### config.mk
export PLATFORM = sky130hd
export DESIGN_NAME = seg_scan_ctrl
export DESIGN_NICKNAME = d
export VERILOG_FILES = /design/src/rtl/seg_scan_ctrl.sv
export SDC_FILE = /design/constraint.sdc
export NUM_CORES = 1
export LEC_CHECK = 0
export BUFFER_PORTS_ARGS = -buffer_cell sky130_fd_sc_hd__buf_2
export CORE_ASPECT_RATIO = 2
export CORE_MARGIN = 3
export CORE_UTILIZATION = 45
export DETAILED_ROUTE_END_ITERATION = 10
export GPL_TIMING_DRIVEN = 0
export HOLD_SLACK_MARGIN = 0.08
export PLACE_DENSITY = 0.72
export SYNTH_ARGS = -nofsm -noshare
export SYNTH_HDL_FRONTEND = slang
export SYNTH_SLANG_ARGS = --single-unit
### constraint.sdc
create_clock -name clk -period 2.75 [get_ports clk]
set_input_delay 0.275 -clock clk [delete_from_list [all_inputs] [get_ports clk]]
set_output_delay 0.275 -clock clk [all_outputs]
set_load 0.005 [all_outputs]
### src/rtl/seg_scan_ctrl.sv
// seg_scan_ctrl
//   Time-multiplexed scan controller for an 8-position common-cathode
//   seven-segment display. Steps through the digit slots and blanks each slot
//   briefly to suppress ghosting. Decodes BCD nibbles to segments and accepts
//   whole frames through a req/ack handshake. New frames are committed only
//   at frame boundaries, so a torn value is never shown.
//
// Optional build macro:
//   SEG_SCAN_LZB_EN - leading-zero blanking. Enabled digits above the
//                     highest nonzero nibble show no segments. Digit 0 is
//                     never blanked.
//
// Ports:
//   clk        in   system clock
//   reset      in   asynchronous active-high reset
//   upd_req    in   producer requests a frame commit (hold until upd_ack)
//   upd_data   in   4*NUM_DIGITS digit nibbles, digit 0 in bits [3:0]
//   upd_ack    out  one-cycle pulse, upd_data captured into the shadow frame
//   digit_en   in   per-digit enable, sampled every cycle
//   seg        out  segments a..g on bit6..bit0, active-high
//   cat        out  digit selects, active-low (bits >= NUM_DIGITS held 1)
//   frame_tick out  one-cycle pulse after each frame boundary

module seg_scan_ctrl #(
   parameter int NUM_DIGITS = 8,
   parameter int PRESCALE   = 1000,
   parameter int BLANK_CYC  = 16
) (
   input  logic                    clk,
   input  logic                    reset,
   input  logic                    upd_req,
   input  logic [4*NUM_DIGITS-1:0] upd_data,
   output logic                    upd_ack,
   input  logic [NUM_DIGITS-1:0]   digit_en,
   output logic [6:0]              seg,
   output logic [7:0]              cat,
   output logic                    frame_tick
);

   localparam int PW = (PRESCALE > 1) ? $clog2(PRESCALE) : 1;
   localparam int IW = (NUM_DIGITS > 1) ? $clog2(NUM_DIGITS) : 1;
   localparam logic [PW-1:0] PCNT_LAST = PW'(PRESCALE - 1);
   localparam logic [PW-1:0] BLANK_END = PW'(BLANK_CYC);
   localparam logic [IW-1:0] IDX_LAST  = IW'(NUM_DIGITS - 1);

   logic [PW-1:0]           pcnt;
   logic [IW-1:0]           idx;
   logic [4*NUM_DIGITS-1:0] shadow;

   logic [3:0] nib [NUM_DIGITS];
   logic [7:0] sel_8;          // one-hot of the current slot, gated by digit_en
   logic       boundary;
   logic       load;
   logic [6:0] seg_next;
   logic [7:0] cat_next;

   function automatic logic [6:0] decode(input logic [3:0] v);
      case (v)
         4'h0:    decode = 7'b1111110;
         4'h1:    decode = 7'b0110000;
         4'h2:    decode = 7'b1101101;
         4'h3:    decode = 7'b1111001;
         4'h4:    decode = 7'b0110011;
         4'h5:    decode = 7'b1011011;
         4'h6:    decode = 7'b1011111;
         4'h7:    decode = 7'b1110000;
         4'h8:    decode = 7'b1111111;
         4'h9:    decode = 7'b1111011;
         4'hA:    decode = 7'b0000001;   // minus sign
         default: decode = 7'b0000000;   // blank
      endcase
   endfunction

   genvar gi;
   generate
      for (gi = 0; gi < NUM_DIGITS; gi++) begin : g_digit
         assign nib[gi]   = shadow[4*gi+3:4*gi];
         assign sel_8[gi] = (idx == IW'(gi)) && digit_en[gi];
      end
      for (gi = NUM_DIGITS; gi < 8; gi++) begin : g_unused
         assign sel_8[gi] = 1'b0;
      end
   endgenerate

   assign boundary = (idx == IDX_LAST) && (pcnt == PCNT_LAST);
   assign load     = boundary && upd_req;

`ifdef SEG_SCAN_LZB_EN
   // Highest nonzero digit index. It is latched alongside the shadow frame,
   // so the blanking decision never needs a wide priority search per cycle.
   logic [IW-1:0] hi_nz;
   logic [IW-1:0] hi_calc;

   always_comb begin
      hi_calc = '0;
      for (int i = 0; i < NUM_DIGITS; i++) begin
         if (upd_data[4*i +: 4] != 4'd0) hi_calc = IW'(i);
      end
   end
`endif

   always_comb begin
      seg_next = 7'b0000000;
      cat_next = 8'hFF;
      if ((pcnt >= BLANK_END) && (|sel_8)) begin
         cat_next = ~sel_8;
         seg_next = decode(nib[idx]);
`ifdef SEG_SCAN_LZB_EN
         if (idx > hi_nz) seg_next = 7'b0000000;
`endif
      end
   end

   always_ff @(posedge clk or posedge reset) begin
      if (reset) begin
         pcnt       <= '0;
         idx        <= '0;
         shadow     <= '0;
         seg        <= 7'b0000000;
         cat        <= 8'hFF;
         upd_ack    <= 1'b0;
         frame_tick <= 1'b0;
`ifdef SEG_SCAN_LZB_EN
         hi_nz      <= '0;
`endif
      end else begin
         if (pcnt == PCNT_LAST) begin
            pcnt <= '0;
            idx  <= (idx == IDX_LAST) ? '0 : idx + 1'b1;
         end else begin
            pcnt <= pcnt + 1'b1;
         end
         frame_tick <= boundary;
         upd_ack    <= load;
         if (load) begin
            shadow <= upd_data;
`ifdef SEG_SCAN_LZB_EN
            hi_nz  <= hi_calc;
`endif
         end
         seg <= seg_next;
         cat <= cat_next;
      end
   end

endmodule

# Word-level counts from Yosys, hierarchy flattened
# Memory sizes are Yosys's and may differ from the RTL's.
# Index checks and enable logic that the tools add are counted.
# classes
add_sub_neg,2
order_cmp,2
n_eq_ne,8
muxes,7
n_bitwise,2
reduce_logical,13
# ops
cell,n
$bmux 4 s3,1
$eq 3x3->1 const B,4
$logic_and 1x1->1,11
$add 10x1->10 const B,1
$eq 10x10->1 const B,1
$ge 10x5->1 const B,1
$mux 10,1
$mux 4,2
$mux 8,1
$not 8->8,1
$reduce_or 8->1,1
$mux 7,1
$eq 3x2->1 const B,2
$ge 4x4->1 const B,1
$not 3->4,1
$add 3x1->3 const B,1
$eq 3x1->1 const B,1
$logic_not 3->1,1
$mux 3,1
# totals
register_bits,62
rom_bits,112
input_bits,43
elab_cells,42
mem_count,1
# memory_table
name,words,word_bits,read_ports,rd_clocked_by_memory_dff,wr,line,source
(name not given),16,7,1,0,0,58,case (v)

# Logic depth before layout (Yosys ltp)
# An unclocked memory read counts as a cell.
# logic_depth
word_depth,6
ltp_mapped,8

# Least setup slack after synthesis
# Ideal clock, no wire load.
# synth_timing
kind,register to register
start,reg idx[0]
end,reg seg[3]
setup_ns,0.077
arrival_ns,1.913
t_required_ns,2.673
path_slack_ns,0.760
stages_incl_launch_ff,8
n_path_buf,0
synth_period_minus_slack_ns,1.990
cell_sequence,dfrtp_1 mux4_2 mux2i_1 inv_1 ha_1 nor2_2 a21oi_1 o21ai_1
# synth_between
elab_chain_cells,6
elab_cells_between_ends,24
classes_between,eq/ne: 7; mux: 4; bitwise: 1; reduce/logical: 11; memory: 1
# synth_rtl
item,line,source
from (decl),47,logic [IW-1:0] idx;
from (signal assigned),129,idx <= (idx == IDX_LAST) ? '0 : idx + 1'b1;
$not 3->4 (implied by the code),107,seg_next = decode(nib[idx]);
$bmux 4 s3,107,
$mux 4 (implied by the code) (2 in a row),107,
$mem_v2 16x7,n/a,
$mux 7 *,105,if ((pcnt >= BLANK_END) && (|sel_8)) begin
via seg_next[3],54,logic [6:0] seg_next;
to (signal assigned),141,seg <= seg_next;
to (decl),35,"output logic [6:0] seg,"
# The timed path passes the listed nets; every way through them passes the cells marked *. The select of a mux whose other input is x is not followed.
# A chain may end at the register's enable or synchronous reset.

# Worst setup path after layout
# layout_timing
start,reg idx[2]
end,reg seg[3]
# Same word-level chain as after synthesis.

==> impl_metrics.env <==
export IMPL_p_total_mw=2.26
export IMPL_ys_async_sr_fraction_pct=100
export IMPL_dieHeight_microns=120
export IMPL_slew_headroom_pct=57.3
export IMPL_synthTopCellsByArea="dfrtp_1 (46%), mux2_1 (11%), dfstp_2 (7.2%), ha_1 (5.6%), mux4_2 (5.4%)"
export IMPL_dr_pass1_iters=4
export IMPL_seqPwrFrac_pct=40.8
export IMPL_synth_nets=276
export IMPL_synth_cells=220
export IMPL_setup_viol=0
export IMPL_yosysWarnings=0
export IMPL_postLayoutCellArea_sq_um=3680
export IMPL_rsz0062_at_grt="no"
export IMPL_grt_max_degree=41
export IMPL_die_w_microns=62.9
export IMPL_antenna_cells=0
export IMPL_status="finished, final reports clean"
export IMPL_cp_data_required_time_ns=3.00
export IMPL_final_util_pct=59.9
export IMPL_cp_num_buf_inv=2
export IMPL_h_tree_depth=3
export IMPL_overflow=0
export IMPL_portBuffers=59
export IMPL_reg2reg_setup_slack_ns=0.31
export IMPL_p_switching_mw=0.424
export IMPL_grt_antenna_before_repair=0
export IMPL_mostFrequentLayoutCells="buf_2 (63), dfrtp_1 (54), mux2_1 (29)"
export IMPL_nets=348
export IMPL_maxSlewViolCount=0
export IMPL_synth_edff_count=0
export IMPL_endpoint_kind="flop"
export IMPL_stdcell_count=381
export IMPL_initial_core_util_pct=47.4
export IMPL_clock_skew_ns=0.00510
export IMPL_path_cells="buf_2, mux4_2, mux2i_1, inv_1, ha_1, nor2_2, a21oi_1, o21ai_1"
export IMPL_max_stage_delay_ns=0.52
export IMPL_setup_slack_ns=0.309
export IMPL_cts_root_buf="clkbuf_16"
export IMPL_syn_area_per_cell_sq_um=13.3
export IMPL_worst_path_max_delay_cell="mux2i_1"
export IMPL_avgViaCountPerCell=4.99
export IMPL_cts_made_buffers=9
export IMPL_place_inst=364
export IMPL_die_area_sq_um=7540
export IMPL_post_synth_top_area_cell="dfrtp_1"
export IMPL_area_growth_pct=26.4
export IMPL_fillers=507
export IMPL_period_share_pct=88.8
export IMPL_maxCapViolCount=0
export IMPL_hold_viol_final=0
export IMPL_core_area_sq_um=6160
export IMPL_dpl_cell_area_sq_um=3340
export IMPL_wl_per_cell_microns=15.3
export IMPL_crit_type="reg -> reg"
export IMPL_crit_fanout=10
export IMPL_p_per_area_nw_per_um2=613
export IMPL_worstHoldPathType="in -> reg"
export IMPL_drc_errors=0
export IMPL_cp_arrival_ns=2.69
export IMPL_dp_hpwl_microns=4520
export IMPL_drive_gt1_share_pct=36.7
export IMPL_clkSlewWorstSetupHoldPaths_ns=0.05
export IMPL_wirelength_microns=5830
export IMPL_cts_tree="yes"
export IMPL_synth_top_area_share_pct=46.4
export IMPL_synth_ff_type="dfrtp_1"
export IMPL_ys_ff_latch=62
export IMPL_tightest_slew_ns=0.623
export IMPL_max_freq_mhz=410
export IMPL_clkPwrFrac_pct=56.2
export IMPL_io_pins=60
export IMPL_synth_cell_types=39
export IMPL_final_common_cell="buf_2"
export IMPL_placementRows=40
export IMPL_ant_nets=0
export IMPL_cts_sinks=62
export IMPL_syn_area_sq_um=2920
export IMPL_start_kind="flop"
export IMPL_p_int_mw=1.83
export IMPL_irDropWorstVdd_mv=0.673
export IMPL_pre_cts_ws_ns=0.304
export IMPL_swShare_pct=18.8
export IMPL_num_vias=1903
export IMPL_whs_ns=0.110
export IMPL_gr_usage_all_layers_pct=17.6
export IMPL_p_comb_share_pct=3.0
export IMPL_cts_max_path_buffers=2
export IMPL_crit_family="multiplexers"
export IMPL_period_needed_ns=2.44
export IMPL_gp_congestion=0.762
export IMPL_tns_ns=0
export IMPL_cts_setup_buffers=0
export IMPL_clkLatencyLatePin_ns=0.33
export IMPL_grt_pass1_wl_microns=9800
export IMPL_cts_hold_buf=1
export IMPL_cts_resized_gates=0
export IMPL_grt_pass1_vias=2092
export IMPL_leakagePower_nw=1.83
export IMPL_synth_seq_area_share_pct=53.6
export IMPL_drtIter0Drc=33
## cell type report
| cell class | count | area [sq um] | share of cell area [%] |
|---|---|---|---|
| timing repair buffer | 61 | 325 | 8.83 |
| buffer | 8 | 50.0 | 1.36 |
| tap | 84 | 105 | 2.85 |
| clock inverter | 6 | 110 | 2.99 |
| sequential | 62 | 1560 | 42.4 |
| inverter | 10 | 37.5 | 1.02 |
| clock buffer | 10 | 229 | 6.21 |
| multi-input combinational | 140 | 1270 | 34.4 |
## cells by family (layout without fill, tap and decap cells)
group	after synthesis	after routing	share of synthesized area [%]
xor gates and xnor gates	7	7	2.10
buffers and inverters	18	95	3.00
AOI/OAI and AO/OA	22	22	5.15
DFF	62	62	53.6
muxes	47	47	21.8
adders and majority gates	13	13	5.58
and+or+nand+nor	51	51	8.84
## worst paths after layout
kind                            depth (start not counted)          to        start
worst max-delay path                                    8      seg[3]       idx[2]
worst min-delay path                                    2      cat[4]  digit_en[4]
worst max register to register                          8      seg[3]       idx[2]
worst min register to register                          1  shadow[16]   shadow[16]
max in group asynchronous                               4  shadow[22]        reset
min in group asynchronous                               3     pcnt[5]        reset
## cell usage after synthesis, types with 2 or more instances
cell type,number
dfrtp_1,54
mux2_1,29
ha_1,13
nor2_1,13
nand3_1,12
inv_1,10
nand2_1,9
dfstp_2,8
mux4_2,7
a21oi_1,5
mux2_2,5
o21ai_0,5
xor2_1,5
and2_1,4
buf_2,4
o21ai_1,4
mux2i_1,3
nand4_1,3
nor2b_1,3
buf_6,2
clkbuf_1,2
nor2_2,2
xnor2_1,2
## worst register-to-register path: stages, from the launching register on
cell and delay (ns):
dfrtp_1 0.47, buf_2 0.32, mux4_2 0.34, mux2i_1 0.52
inv_1 0.14, ha_1 0.24, nor2_2 0.12, a21oi_1 0.06
o21ai_1 0.14
## flip-flops by register name (all words and copies together) (netlist names)
signal      flops
cat             8
shadow         32
idx             3
frame_tick      1
pcnt           10
upd_ack         1
seg             7
## routing by layer
layer	GRT usage, %	part of all wire (%)	vias up
met1	16.4	34	924
met2	33.1	59	40
met3	3.93	4.1	12
met5	0	0	-
li1	-	-	927
met4	11.8	3.8	0
## power by group through the flow
stage | Clock [mW] | Sequential [mW] | Combinational, mW
2_1_floorplan | 0 | 0.937 | 0.0213
3_3_place_gp | 0 | 0.936 | 0.0643
3_5_place_dp | 0 | 0.936 | 0.0700
4_1_cts | 1.29 | 0.921 | 0.0712
5_1_grt | 1.33 | 0.920 | 0.0777
6_report | 1.27 | 0.921 | 0.0685
Power figures use the tool's default switching activity.
